[src/rtl/ddr_pkg.sv]
// ddr_pkg: shared edge-mode names and gearbox geometry for the DDR input path
package ddr_pkg;
    localparam string EDGE_OPPOSITE       = "OPPOSITE_EDGE";
    localparam string EDGE_SAME           = "SAME_EDGE";
    localparam string EDGE_SAME_PIPELINED = "SAME_EDGE_PIPELINED";
    localparam int WORD_W       = 8;
    localparam int BITS_PER_CLK = 2;
    localparam int SR_W         = WORD_W + BITS_PER_CLK;
    localparam int CNT_W        = $clog2(WORD_W / BITS_PER_CLK);
    localparam logic [CNT_W-1:0] CNT_LAST = CNT_W'(WORD_W / BITS_PER_CLK - 1);
endpackage

[src/rtl/iddr_core.sv]
// iddr_core: dual-edge capture of d with mode-dependent q1/q2 and a rise-aligned bit pair
module iddr_core import ddr_pkg::*; #(
    parameter string DDR_CLK_EDGE = EDGE_OPPOSITE,
    parameter logic  INIT_Q1      = 1'b0,
    parameter logic  INIT_Q2      = 1'b0
) (
    input  logic clk,
    input  logic rst_n,
    input  logic ce,
    input  logic d,
    output logic q1,
    output logic q2,
    output logic pair_a,
    output logic pair_b
);
    localparam bit IS_OPP  = DDR_CLK_EDGE == EDGE_OPPOSITE;
    localparam bit IS_SAME = DDR_CLK_EDGE == EDGE_SAME;

    logic r_pos;
    logic r_neg;
    logic q1_src;

    assign q1_src = IS_SAME ? d : r_pos;

    // rising-edge sample and the previous full pair re-timed onto the rising edge
    always_ff @(posedge clk or negedge rst_n) begin
        if (!rst_n) begin
            r_pos  <= 1'b0;
            pair_a <= 1'b0;
            pair_b <= 1'b0;
        end else if (ce) begin
            r_pos  <= d;
            pair_a <= r_pos;
            pair_b <= r_neg;
        end
    end

    // falling-edge sample completing the pair started at the preceding rising edge
    always_ff @(negedge clk or negedge rst_n) begin
        if (!rst_n) r_neg <= 1'b0;
        else if (ce) r_neg <= d;
    end

    // q1 always presents on the rising edge; SAME_EDGE takes the bit being sampled now
    always_ff @(posedge clk or negedge rst_n) begin
        if (!rst_n) q1 <= INIT_Q1;
        else if (ce) q1 <= q1_src;
    end

    if (IS_OPP) begin : g_q2_fall
        // opposite-edge mode presents the falling sample on the falling edge
        always_ff @(negedge clk or negedge rst_n) begin
            if (!rst_n) q2 <= INIT_Q2;
            else if (ce) q2 <= d;
        end
    end else begin : g_q2_rise
        // same-edge modes move the falling sample onto the next rising edge
        always_ff @(posedge clk or negedge rst_n) begin
            if (!rst_n) q2 <= INIT_Q2;
            else if (ce) q2 <= r_neg;
        end
    end
endmodule

[src/rtl/iddr_deser.sv]
// iddr_deser: DDR input capture followed by a 2-to-8 bit gearbox with bitslip alignment
module iddr_deser import ddr_pkg::*; #(
    parameter string DDR_CLK_EDGE = EDGE_OPPOSITE,
    parameter logic  INIT_Q1      = 1'b0,
    parameter logic  INIT_Q2      = 1'b0
) (
    input  logic              clk,
    input  logic              rst_n,
    input  logic              ce,
    input  logic              d,
    input  logic              bitslip,
    output logic              q1,
    output logic              q2,
    output logic [WORD_W-1:0] word,
    output logic              word_valid
);
    logic              pair_a;
    logic              pair_b;
    logic [SR_W-1:0]   sr;
    logic [SR_W-1:0]   sr_next;
    logic [CNT_W-1:0]  cnt;
    logic              offset;
    logic              hold;
    logic              slip;
    logic              wrap;
    logic [WORD_W-1:0] win;

    iddr_core #(
        .DDR_CLK_EDGE(DDR_CLK_EDGE),
        .INIT_Q1     (INIT_Q1),
        .INIT_Q2     (INIT_Q2)
    ) u_core (
        .clk   (clk),
        .rst_n (rst_n),
        .ce    (ce),
        .d     (d),
        .q1    (q1),
        .q2    (q2),
        .pair_a(pair_a),
        .pair_b(pair_b)
    );

    // newest pair enters at the top; window sits one bit lower when offset is clear
    always_comb begin
        sr_next = (sr >> BITS_PER_CLK) | {pair_b, pair_a, {WORD_W{1'b0}}};
        slip    = ce & bitslip & ~hold;
        wrap    = ~hold & (cnt == CNT_LAST);
        win     = WORD_W'(sr_next >> (offset ? 2 : 1));
    end

    // shift, count pairs, emit a word every fourth counted shift; a 1->0 slip skips one count
    always_ff @(posedge clk or negedge rst_n) begin
        if (!rst_n) begin
            sr         <= '0;
            cnt        <= '0;
            offset     <= 1'b0;
            hold       <= 1'b0;
            word       <= '0;
            word_valid <= 1'b0;
        end else begin
            word_valid <= 1'b0;
            if (ce) begin
                sr     <= sr_next;
                cnt    <= hold ? cnt : cnt + 1'b1;
                hold   <= slip & offset;
                offset <= offset ^ slip;
                if (wrap) begin
                    word       <= win;
                    word_valid <= 1'b1;
                end
            end
        end
    end
endmodule

[config.mk]
export PLATFORM = sky130hd
export DESIGN_NAME = iddr_deser
export DESIGN_NICKNAME = d
export VERILOG_FILES = /design/src/rtl/ddr_pkg.sv /design/src/rtl/iddr_core.sv /design/src/rtl/iddr_deser.sv
export SDC_FILE = /design/constraint.sdc
export NUM_CORES = 1
export LEC_CHECK = 0
export CORE_ASPECT_RATIO = 1.4
export CORE_UTILIZATION = 30
export DETAILED_ROUTE_END_ITERATION = 6
export GPL_TIMING_DRIVEN = 0
export PLACE_DENSITY = 0.54
export SLEW_MARGIN = 15
export SYNTH_ARGS = -nofsm -noshare
export SYNTH_HDL_FRONTEND = slang
export SYNTH_SLANG_ARGS = --single-unit
[constraint.sdc]
create_clock -name clk -period 2.9 [get_ports clk]
set_clock_uncertainty 0.2 [all_clocks]
set_input_delay 0.435 -clock clk [delete_from_list [all_inputs] [get_ports clk]]
set_output_delay 0.435 -clock clk [all_outputs]
set_load 0.005 [all_outputs]
==> results of run 1 <==
routing by layer:
| layer | vias to the layer above | wire, um |
|---|---|---|
| met1 | 290 | 765 |
| met3 | 2 | 33 |
| met2 | 9 | 869 |
| li1 | 274 | - |
| met4 | 0 | 27 |
| met5 | - | 0 |
cell families (layout without fill, tap and decap cells):
family,count (synthesis),after routing
buf+inv,6,26
xor+xnor,1,1
mux,28,28
flops,24,24
fa+ha+maj,2,2
compound gates,2,2
simple gates,4,4
cell usage in the layout, fill, tap and decap left out, types with 2 or more instances in the layout:
| master | n |
|---|---|
| inv_1 | 2 |
| o21ai_0 | 2 |
| mux2_2 | 20 |
| ha_1 | 2 |
| buf_2 | 4 |
| clkdlybuf4s50_1 | 12 |
| dfrtp_1 | 23 |
| buf_6 | 2 |
| clkbuf_8 | 4 |
| mux2_4 | 8 |
flip-flops by register name, summed over array words and instances, names as in the netlist:
name           flops
u_core.pair_a      1
u_core.r_neg       1
word_valid         1
hold               1
sr                 7
u_core.pair_b      1
offset             1
cnt                2
u_core.q1_src      1
word               8
worst paths after layout:
kind | cells past startpoint | endpoint | from | slack, ns
worst max-delay path | 1 | q2 | u_core.r_neg | 0.02
worst min register to register | 1 | cnt[0] | cnt[0] | 0.28
worst min-delay path | 2 | sr[9] | ce | 0.26
worst max register to register | 2 | u_core.pair_b | u_core.r_neg | 0.40
max in group asynchronous | 2 | u_core.r_neg | rst_n | 0.30
min in group asynchronous | 2 | word[0] | rst_n | 0.49
power by group:
part,switching (W),leakage [nW],internal (W),total (W)
sequential,0.0000680,0.294,0.000447,0.000515
combinational,0.000135,0.272,0.000317,0.000451
clock,0.000103,0.0288,0.000121,0.000224
layout make-up:
cell class              instances  area, um2  share of cell area [%]
plain buffers                   4       32.5                    2.49
clock buffers                   4       55.1                    4.21
flip-flops and latches         24        601                    45.9
multi-input cells              37        415                    31.7
inverters                       2       7.51                   0.574
well taps                      40       50.0                    3.82
repair buffers                 16        148                    11.3
what timing repair did:
item,4_1_cts,5_1_grt
hold buffers,0,1
setup buffers,1,0
hold endpoints to repair,0,23
gates cloned,0,0
resized for setup,5,0
setup endpoints to repair,2,1
Yosys cell counts (all sizes together):
| master | n | share of area [%] |
|---|---|---|
| and2 | 1 | 0.59 |
| and2b | 1 | 0.71 |
| mux2 | 28 | 33 |
| buf | 4 | 3.1 |
| xor2 | 1 | 0.83 |
| nand2 | 1 | 0.36 |
| dfrtp | 23 | 55 |
| and3b | 1 | 0.83 |
| o21ai | 2 | 0.95 |
| dfrtn | 1 | 2.4 |
| ha | 2 | 2.4 |
| inv | 2 | 0.71 |
metrics by stage:
| step | TNS [ns] | cells | instance area [um2] |
|---|---|---|---|
| 3_5_place_dp | -0.555 | 121 | 1250 |
| 2_1_floorplan | 0 | 67 | 1060 |
| 4_1_cts | 0 | 126 | 1300 |
| 5_1_grt | -0.0202 | 127 | 1310 |
| 6_report | 0 | 127 | 1310 |
| 3_3_place_gp | -0.518 | 121 | 1250 |
==> metrics.txt, run 1 <==
Worst-Skew Late Latency 0.27 ns; Layout area overhead 23.9%; Critical Path Start Type flop; Synth Register Bits 24; antenna violations before repair 0; largest net degree at the start of global routing 25; Core Box Area between 0.003 and 0.004 mm2; Die Footprint roughly 0.0038 mm2; Slew @ Worst Pin 0.531 ns; Final setup viols 0; post-layout util 38.7%; RePlAce Congestion 0.640; crit-path cells buf_2; Initial Util 31.3%; crit-path max cell delay between 0.4 and 0.5 ns; Post-Synth XOR/XNOR Area 0.829%; Setup WS post-layout about 0.025 ns; CP arrival approximately 2.2 ns; vias in the first global route 628; H-Tree Depth 1; drt drc 0; Antenna Violating Nets Remaining 0; Compound-Gate Fraction of Synth Area 0.948%; Syn Nets 74; mux share of post-synthesis cell area 32.7%; drt wl/cell 13.4 um; Max-Cap Viols 0; GR Layer Usage met2 17.7%; Syn Area/Cell 15.8 um2; number of nets in the layout 95; slowest CP cell dfrtn_1; post-synth cell types 14; RSZ-0062 raised after global routing yes; Yosys warning count 0; simple-gate share of the synthesized area about 2.5%; met3 Use GR between 1.5 and 2%; LEAKAGE roughly 0.60 nW; I/O Pins 16; WP data required 2.27 ns; clk buf depth 2; relative slew slack 64.6%; vias after detailed routing 575; gr ovfl total 0; setup slack after placement -0.452 ns; Port-buffer cells 14; Pwr per Cell Area 910 mW/mm2; Hold Vio Cnt, Final 0; global route hottest layer met2; Peak VDD IR 0.278 mV; ANT cells 0; outcome completed; Post-Route WL 1700 um; Buffers & Inverters on Critical Path 1; max-slew violation total from the final report 0; synthesized-area fraction occupied by adder cells 2.37%; # clock sinks 24; synthesized area between 0.001 and 0.0015 mm2; hold slack roughly 0.26 ns; Max FO, Critical Path 2; HP Class in -> reg; first-pass GRT wire length approximately 3100 um; Pre-antenna DRT Iters 2; Vias/cell 4.53; Total Power 0.00119 W; cell family with most CP delay flip-flops; critical path class reg -> out; Die W 52.1 um; layout cells sized above 1 44.8%; GR Layer Usage met1 15.0%; number of fill cells in the layout 320; CTS tree yes; largest family of logic cells by synthesized area multiplexers; DP Wirelength 1150 um; Mapped Cells 67; total CTS buffers 3; Root Buffer clkbuf_8; Chip Height 72.2 um; num rows 25; Clock transition at path regs 0.08 ns; part of the Yosys area used for sequential elements 56.9%; GR Util All Layers a little under an eighth; CP Capture Type output pin; initial DRC count 22
(Power assumes the default switching activity.)
==> run 2, diff against run 1 <==
--- a/config.mk
+++ b/config.mk
@@ -13,4 +13,5 @@
 export SLEW_MARGIN = 15
 export SYNTH_ARGS = -nofsm -noshare
 export SYNTH_HDL_FRONTEND = slang
+export SYNTH_HIERARCHICAL = 1
 export SYNTH_SLANG_ARGS = --single-unit
==> run 2 against run 1 <==
  * Global-route usage shrank 0.99 points
  * Register-to-register slack is essentially flat
  * Sequential power up 2%
  * Hold slack better by 0.025 ns
  * Worst setup slack worse by 0.0073 ns
  * Largest power group unchanged
==> metrics.txt, run 2 <==
number of flip-flops in the largest register 8; part of the Yosys area used for sequential elements 56.7%; Hold Vio Cnt, Final 0; Root Buffer clkbuf_8; GR Util All Layers 10.4%; Vias/cell 4.55; max-slew violation total from the final report 0; simple-gate share of the synthesized area 2.01%; largest family of logic cells by synthesized area multiplexers; Port-buffer cells 15; Mapped Cells 64; Regs by FF count word x8, sr x7, cnt x2; mux share of post-synthesis cell area 34.8%; # clock sinks 24; CTS tree yes; Slew @ Worst Pin 0.537 ns; R2R Path End u_core/pair_b; setup slack after placement -0.449 ns; H-Tree Depth 1; Core Box Area 0.00338 mm2; Async S/R FF share, synth 100%; CP endpoint q2; Worst-Skew Late Latency 0.27 ns; vias after detailed routing 569; Max FO, Critical Path 2; Compound-Gate Fraction of Synth Area 0%; first-pass GRT wire length 2840 um; hold depth 1; DP Wirelength 1130 um; Max-Cap Viols 0; I/O Pins 16; crit-path max cell delay 0.41 ns; Primary FF master, synth dfrtp_1; leading cell types in the layout, fill and taps excluded 23 x dfrtp_1, 12 x clkdlybuf4s50_1, 11 x mux2_2, 11 x mux2_1, 8 x mux2_4; worst reg-to-reg path cell count 2; Chip Height 72.3 um; clk buf depth 2; largest net degree at the start of global routing 25; LEAKAGE 0.593 nW; Yosys warning count 6; Layout area overhead 26.2%; Die Footprint 0.00377 mm2; Post-Synth XOR/XNOR Area 0.827%; post-synth cell types 13; num rows 25; Area contributors post-synth dfrtp_1 54%, mux2_1 12%, mux2_2 12%; setup tns final 0 ns; antenna violations before repair 0; synthesized area 0.00106 mm2; largest area contributor in the netlist dfrtp_1; Most flops, register word; FF-to-FF setup slack 0.41 ns; gr ovfl total 0; Antenna Violating Nets Remaining 0; relative slew slack 64.2%; Critical Path Start Type flop; crit-path cells buf_2; outcome completed; Post-Route WL roughly 1600 um; Final setup viols 0; synthesized-area fraction occupied by adder cells 2.36%; Finished Layout Cells 125; post-placement cell area 0.00126 mm2; Syn Nets 71; most frequent cell after synthesis dfrtp_1; Buffers & Inverters on Critical Path 1; most frequent cells after synthesis 23 x dfrtp_1, 11 x mux2_1, 11 x mux2_2, 8 x mux2_4; slowest CP cell dfrtn_1; CP startpoint u_core/r_neg; post-layout util 39.6%; vias in the first global route 594; Pwr per Cell Area 951 mW/mm2; ANT cells 0; Syn Area/Cell 16.5 um2; WP data required roughly 2.3 ns; initial DRC count 9; HP Class reg -> reg; number of nets in the layout 93; layout cells sized above 1 35.3%; Pre-antenna DRT Iters 4; Initial Util 31.3%; RSZ-0062 raised after global routing yes; drt drc 0; Synth Register Bits 24; Peak VDD IR about 0.31 mV; CP arrival 2.25 ns; placed instance count 119; RePlAce Congestion ~0.63; final non-filler cell area between 0.001 and 0.0015 mm2; critical path depth in cells 1; RR Startpoint u_core/r_neg; critical path class reg -> out; Die W 52.2 um; top cell type's share of synthesized area 54.4%; Setup WS post-layout 0.0175 ns; cell family with most CP delay flip-flops; Clock transition at path regs 0.08 ns; Post-synth EDFFs 0; most common cell after layout, fill and taps aside dfrtp_1; CP Capture Type output pin; drt wl/cell approximately 13 um; total CTS buffers 3
[run 2: cell count changes in the layout (fill, tap and decap cells not counted), sizes merged]
| cell | delta |
|---|---|
| nor2b | +1 |
| inv | -2 |
| mux2 | +2 |
| nand2 | -1 |
| clkbuf | -1 |
| bufinv | +1 |
| dlygate4sd2 | +1 |
| o21ai | -2 |
| and2b | -1 |
[run 2: per-stage QoR]
stage | total power (W) | hold slack, ns
2_1_floorplan | 0.000803 | -0.0606
3_3_place_gp | 0.000982 | 0.261
3_5_place_dp | 0.000995 | 0.267
4_1_cts | 0.00129 | 0.282
5_1_grt | 0.00135 | 0.297
6_report | 0.00127 | 0.283
[run 2: logic make-up (layout without fill, tap and decap cells)]
kind of cell               Yosys count  count (layout)
buffers and inverters                4              25
adders and majority gates            2               2
and+or+nand+nor                      3               3
xor gates and xnor gates             1               1
muxes                               30              30
DFF                                 24              24
[run 2: where the power goes]
| group | internal [W] | switching, W |
|---|---|---|
| clock network | 0.000184 | 0.000106 |
| registers | 0.000453 | 0.0000722 |
| logic | 0.000319 | 0.000136 |
[run 2: final cells by class]
type / count / area, um2
multi-input combinational: 36 / 423
clock buffer: 3 / 41.3
timing repair buffer: 17 / 156
buffer: 4 / 35.0
sequential: 24 / 601
tap: 40 / 50.0
clock inverter: 1 / 30.0
fill: 344 / 2040
[run 2: worst min-delay path by stage]
stage	endpoint	startpoint
6_report	cnt[0]	cnt[0]
5_1_grt	cnt[0]	cnt[0]
4_1_cts	cnt[0]	cnt[0]
3_5_place_dp	cnt[0]	cnt[0]
3_3_place_gp	cnt[0]	cnt[0]
2_1_floorplan	cnt[0]	rst_n
[run 2: per-layer routing]
metal / GRT usage (%) / up-vias / share of wire [%] / wire length [um]
met2: 16.8 / 9 / 51 / 844
met3: 1.89 / 2 / 2.6 / 43
li1: - / 267 / - / -
met5: 0 / - / 0 / 0
met4: 6.14 / 0 / 1.0 / 17
met1: 12.7 / 291 / 45 / 733
[run 2: what timing repair did]
action / in CTS / in global routing
hold buffers: 0 / 1
hold endpoints to repair: 0 / 23
setup endpoints to repair: 3 / 1
resized for setup: 6 / 0
buffers inserted: 1 / 0
